<file path="src/rtl/rob.sv">
// rtl/rob.sv - reorder buffer: in-order commit, operand lookup with broadcast bypass, branch rollback
module rob #(
    parameter int ROB_SIZE  = 16,
    parameter int ROB_IDX_W = 4
) (
    input  logic                 clk,
    input  logic                 rst_in,
    input  logic                 rdy_in,

    input  logic                 de_in_en,
    input  logic [1:0]           de_type_in,
    input  logic [4:0]           de_dest_in,
    input  logic                 de_pred_jump_in,
    output logic [ROB_IDX_W-1:0] de_rob_idx_out,
    output logic                 rob_full_out,

    input  logic [ROB_IDX_W-1:0] rs1_dep_in,
    input  logic [ROB_IDX_W-1:0] rs2_dep_in,
    output logic                 rob_rs1_busy_out,
    output logic                 rob_rs2_busy_out,
    output logic [31:0]          rob_rs1_val_out,
    output logic [31:0]          rob_rs2_val_out,

    input  logic                 alu_en,
    input  logic [ROB_IDX_W-1:0] alu_idx,
    input  logic [31:0]          alu_val,
    input  logic                 alu_jump,
    input  logic [31:0]          alu_target,

    input  logic                 lsb_en,
    input  logic [ROB_IDX_W-1:0] lsb_idx,
    input  logic [31:0]          lsb_val,

    output logic                 rob_in_en,
    output logic [ROB_IDX_W-1:0] rob_idx_out,
    output logic [4:0]           rob_dest_out,
    output logic [31:0]          rob_val_out,

    output logic                 store_commit_out,
    output logic [ROB_IDX_W-1:0] store_idx_out,
    output logic                 roll_back,
    output logic [31:0]          rollback_pc_out
);

    localparam logic [1:0] TYPE_REG    = 2'd0;
    localparam logic [1:0] TYPE_BRANCH = 2'd1;
    localparam logic [1:0] TYPE_STORE  = 2'd2;

    logic [ROB_SIZE-1:0] valid_q;
    logic [ROB_SIZE-1:0] ready_q;
    logic [ROB_SIZE-1:0] pred_q;
    logic [ROB_SIZE-1:0] jump_q;
    logic [1:0]          type_q   [ROB_SIZE];
    logic [4:0]          dest_q   [ROB_SIZE];
    logic [31:0]         val_q    [ROB_SIZE];
    logic [31:0]         target_q [ROB_SIZE];

    logic [ROB_IDX_W-1:0] head_q;
    logic [ROB_IDX_W-1:0] tail_q;
    logic [ROB_IDX_W:0]   count_q;

    logic accept;
    logic alloc;
    logic alu_wr;
    logic lsb_wr;
    logic commit;
    logic mispredict;

    assign rob_full_out   = (count_q == (ROB_IDX_W+1)'(ROB_SIZE));
    assign de_rob_idx_out = tail_q;

    // The cycle showing roll_back is the one right after the flush; anything
    // the front end or execution units send in it belongs to the squashed path.
    assign accept     = rdy_in && !roll_back;
    assign alloc      = accept && de_in_en;
    assign alu_wr     = accept && alu_en;
    assign lsb_wr     = accept && lsb_en;
    assign commit     = rdy_in && valid_q[head_q] && ready_q[head_q];
    assign mispredict = commit && (type_q[head_q] == TYPE_BRANCH)
                        && (jump_q[head_q] != pred_q[head_q]);

    // Operand lookup; ALU is applied last so it takes priority over LSB.
    always_comb begin
        rob_rs1_busy_out = !ready_q[rs1_dep_in];
        rob_rs1_val_out  = val_q[rs1_dep_in];
        rob_rs2_busy_out = !ready_q[rs2_dep_in];
        rob_rs2_val_out  = val_q[rs2_dep_in];
        if (lsb_wr && lsb_idx == rs1_dep_in) begin
            rob_rs1_busy_out = 1'b0;
            rob_rs1_val_out  = lsb_val;
        end
        if (alu_wr && alu_idx == rs1_dep_in) begin
            rob_rs1_busy_out = 1'b0;
            rob_rs1_val_out  = alu_val;
        end
        if (lsb_wr && lsb_idx == rs2_dep_in) begin
            rob_rs2_busy_out = 1'b0;
            rob_rs2_val_out  = lsb_val;
        end
        if (alu_wr && alu_idx == rs2_dep_in) begin
            rob_rs2_busy_out = 1'b0;
            rob_rs2_val_out  = alu_val;
        end
    end

    always_ff @(posedge clk) begin
        if (rst_in) begin
            valid_q          <= '0;
            ready_q          <= '0;
            pred_q           <= '0;
            jump_q           <= '0;
            for (int i = 0; i < ROB_SIZE; i++) begin
                type_q[i]   <= '0;
                dest_q[i]   <= '0;
                val_q[i]    <= '0;
                target_q[i] <= '0;
            end
            head_q           <= '0;
            tail_q           <= '0;
            count_q          <= '0;
            rob_in_en        <= 1'b0;
            rob_idx_out      <= '0;
            rob_dest_out     <= '0;
            rob_val_out      <= '0;
            store_commit_out <= 1'b0;
            store_idx_out    <= '0;
            roll_back        <= 1'b0;
            rollback_pc_out  <= '0;
        end else begin
            // Strobes are single-cycle even across a stall, so a held commit never repeats.
            rob_in_en        <= 1'b0;
            store_commit_out <= 1'b0;
            roll_back        <= 1'b0;
            rollback_pc_out  <= '0;
            if (rdy_in) begin
                if (lsb_wr) begin
                    ready_q[lsb_idx] <= 1'b1;
                    val_q[lsb_idx]   <= lsb_val;
                end
                if (alu_wr) begin
                    ready_q[alu_idx]  <= 1'b1;
                    val_q[alu_idx]    <= alu_val;
                    jump_q[alu_idx]   <= alu_jump;
                    target_q[alu_idx] <= alu_target;
                end

                if (commit) begin
                    valid_q[head_q] <= 1'b0;
                    ready_q[head_q] <= 1'b0;
                    case (type_q[head_q])
                        TYPE_REG: begin
                            rob_in_en    <= 1'b1;
                            rob_idx_out  <= head_q;
                            rob_dest_out <= dest_q[head_q];
                            rob_val_out  <= val_q[head_q];
                        end
                        TYPE_STORE: begin
                            store_commit_out <= 1'b1;
                            store_idx_out    <= head_q;
                        end
                        TYPE_BRANCH: begin
                            if (mispredict) begin
                                roll_back       <= 1'b1;
                                rollback_pc_out <= target_q[head_q];
                            end
                        end
                        default: ;
                    endcase
                end

                // Allocation lands after the commit clear: when full, tail == head.
                if (alloc) begin
                    valid_q[tail_q] <= 1'b1;
                    ready_q[tail_q] <= 1'b0;
                    type_q[tail_q]  <= de_type_in;
                    dest_q[tail_q]  <= de_dest_in;
                    pred_q[tail_q]  <= de_pred_jump_in;
                    jump_q[tail_q]  <= 1'b0;
                end

                if (mispredict) begin
                    valid_q <= '0;
                    ready_q <= '0;
                    head_q  <= '0;
                    tail_q  <= '0;
                    count_q <= '0;
                end else begin
                    head_q  <= head_q + ROB_IDX_W'(commit);
                    tail_q  <= tail_q + ROB_IDX_W'(alloc);
                    count_q <= count_q + (ROB_IDX_W+1)'(alloc) - (ROB_IDX_W+1)'(commit);
                end
            end
        end
    end

endmodule

</file>
<file path="config.mk">
export PLATFORM = sky130hd
export DESIGN_NAME = rob
export DESIGN_NICKNAME = d
export VERILOG_FILES = /design/src/rtl/rob.sv
export SDC_FILE = /design/constraint.sdc
export NUM_CORES = 2
export LEC_CHECK = 0
export CAP_MARGIN = 15
export CORE_AREA = 2 2 483 485
export CTS_BUF_LIST = sky130_fd_sc_hd__clkbuf_4
export DETAILED_ROUTE_END_ITERATION = 8
export DIE_AREA = 0 0 485 487
export RECOVER_POWER = 50
export REMOVE_ABC_BUFFERS = 1
export SLEW_MARGIN = 40
export SYNTH_ARGS = -nofsm -noshare
export SYNTH_HDL_FRONTEND = slang
export SYNTH_SLANG_ARGS = --single-unit
</file>
<file path="constraint.sdc">
create_clock -name clk -period 7.11 [get_ports clk]
set_clock_uncertainty 0.2 [all_clocks]
set_input_delay 0.711 -clock clk [delete_from_list [all_inputs] [get_ports clk]]
set_output_delay 0.711 -clock clk [all_outputs]
set_load 0.005 [all_outputs]
</file>
==> run metrics <==
status=complete, but fails checks; failing checks=max-capacitance violations, max-slew violations; clock net sink count=1297; Vias/cell=5.83; drt wl/cell=31.1 um; CP startpoint kind=primary input; CTS resizes=0; layout cell share with drive strength beyond 1=29.0%; area leader, netlist=edfxtp_1; critical path's most frequent cell=dlygate4sd3_1; Max clock buf depth=4; GRT Resource Usage Total=21.0%; MaxCap Viol Count=34; synthesis-stage register bit count=1297; met3 WL=25.3 mm; Ports=278; post-synthesis simple-gate area fraction=8.99%; # rows=177; synth unique cells=68; cts hold-fix bufs=32; synth warn=0; initial drt markers=6125; Period minus WS final=6.28 ns; Tcrit/Tclk final=88.3%; Critical Path Max Stage Delay=3.22 ns; Worst-Margin Slew=4.59 ns; met2 WL post-DR=121 mm; Hold Path Class=primary input to flip-flop; met1 wire length=96.4 mm; Die ar.=236000 sq um; Final Setup Violations=0; Mapped Cells=4597; via count=47700; vias in the first global route=47700; Post-Synth XOR/XNOR Area=0.344%; Fin. Hold Viols=0; commonest non-fill, non-tap cell in the layout=edfxtp_1; Worst Path Required=8.04 ns; clock transition at the registers of the reported paths=0.07 ns; mapped cell area=69000 sq um; total routed wirelength=255 mm; mux share of post-synthesis cell area=23.8%; area grow syn2layout=15.4%; relative slew slack=-206%; max-slew violations=936; dpl cell area=75100 sq um; chip width=485 um; Num CTS Buffers=365; synth top area cells=edfxtp_1, mux4_2, a22o_1, and2_1, dfxtp_1; core area=231000 sq um; Worst Hold Depth=3; CP arrival=7.20 ns; Hold Slack=0.141 ns; Pre-antenna DRT Iters=6; crit path capture type=flip-flop; Critical Path Slowest Stage Cell=clkdlybuf4s25_1; clk_lat worst skew=1.36 ns; final instance area=79600 sq um; gpl congestion=0.866; clock root cell=clkbuf_4; highest-count cells in the layout ignoring fill and taps=edfxtp_1, mux4_2, clkbuf_4; Pwr Density=220 nW/um^2; port bufs=277; Detail Route Antenna Nets=0; fin nets=4997; Adder-Cell Fraction of Synth Area=0.210%; CP Cell Sequence=dlygate4sd3_1, dlygate4sd3_1, clkbuf_1, and3b_1, nand3_1, buf_4, nor3_4, clkdlybuf4s25_1, a22o_1; TNS Setup=0 ns; RSZ-0062 raised after global routing=no; largest family of logic cells by synthesized area=multiplexers; TritonCTS clock tree=built; Final WS setup=0.835 ns; Synth Area in Compound Gates=9.10%; post-CTS setup buffers=0; Post-synth EDFFs=1136; maximum fanout along the worst path=55; Final Util=34.4%; asr flop ratio synth=0%; H-tree Lvls=5; Worst Reg-to-Reg Cells=6; critical path type=primary input to flip-flop; most common flop cell mapped by yosys=edfxtp_1; Synth top area share=49.4%; mean post-synth cell area=15.0 sq um; sequential area share after synthesis=54.1%; initial antenna violation count=30; Top Metal Used=met5; HPWL after DPL=149 mm; initial core utilization=29.8%; leak pwr=26.0 nW; post-place setup slack=2.30 ns; Remaining Overflow, GRT=0; DRC Markers=0; fmax=159 MHz; first-pass GRT wire length=357 mm; worst vdd ir=137 uV; Die H=487 um; largest net degree at the start of global routing=106
## path summary, 6_finish.rpt
check                                from            end  slack [ns]
worst max-delay path               rdy_in  val_q[13][23]        0.83
worst min register to register  pred_q[1]      pred_q[1]        0.26
worst min-delay path               rst_in     count_q[0]        0.14
worst max register to register  roll_back  val_q[13][23]        1.72
## cells in the mapped netlist (73+ instances only)
cell type,count
clkbuf_1,420
a22o_1,512
mux2i_1,73
dfxtp_1,161
and3_1,73
o21ai_0,145
a21oi_1,84
and2_1,558
buf_2,80
edfxtp_1,1136
mux4_2,698
nand2_1,164
## critical path, delay by kind of cell
kind | cells | cell delay [ns]
buffers and inverters | 5 | 5.32
AOI/OAI and AO/OA | 1 | 0.40
and+or+nand+nor | 3 | 0.72
## logic make-up after synthesis
group,after synthesis
compound gates,818
xor+xnor,25
fa+ha+maj,11
buf+inv,592
flops,1297
mux,771
simple gates,1083
## layout make-up
type	instances	area [sq um]
Multi-Input combinational cell	2708	29500
Clock buffer	551	4140
Fill cell	22300	152000
Timing Repair Buffer	471	4410
Inverter	16	62.6
Clock inverter	74	325
Tap cell	3043	3810
Sequential cell	1297	37400
Antenna cell	19	47.5
## state kept, by name (all words and copies together), names as in the netlist, 5 cells and up, named ones only
register / cells
rob_val_out: 32
pred_q: 16
count_q: 5
jump_q: 16
val_q: 512
target_q: 512
rob_dest_out: 5
valid_q: 16
ready_q: 16
rollback_pc_out: 32
type_q: 32
dest_q: 80
## per-layer routing
layer / vias to the layer above / GRT usage, %
met5: - / 0
met4: 24 / 9.56
met3: 616 / 5.00
met2: 3162 / 33.9
met1: 24800 / 26.9
li1: 19200 / -
## per-stage QoR
step / instances / total power [mW]
detailed placement: 7487 / 10.8
global placement: 7472 / 10.8
finish: 8179 / 17.5
CTS: 8144 / 17.6
floorplan: 4021 / 9.77
global route: 8177 / 18.1
## power breakdown
part | internal (mW) | switching [mW]
registers | 8.66 | 0.186
logic | 0.792 | 1.03
clock network | 3.54 | 3.31
total | 13.0 | 4.52
Note: power is estimated with default switching activity, not from simulation.
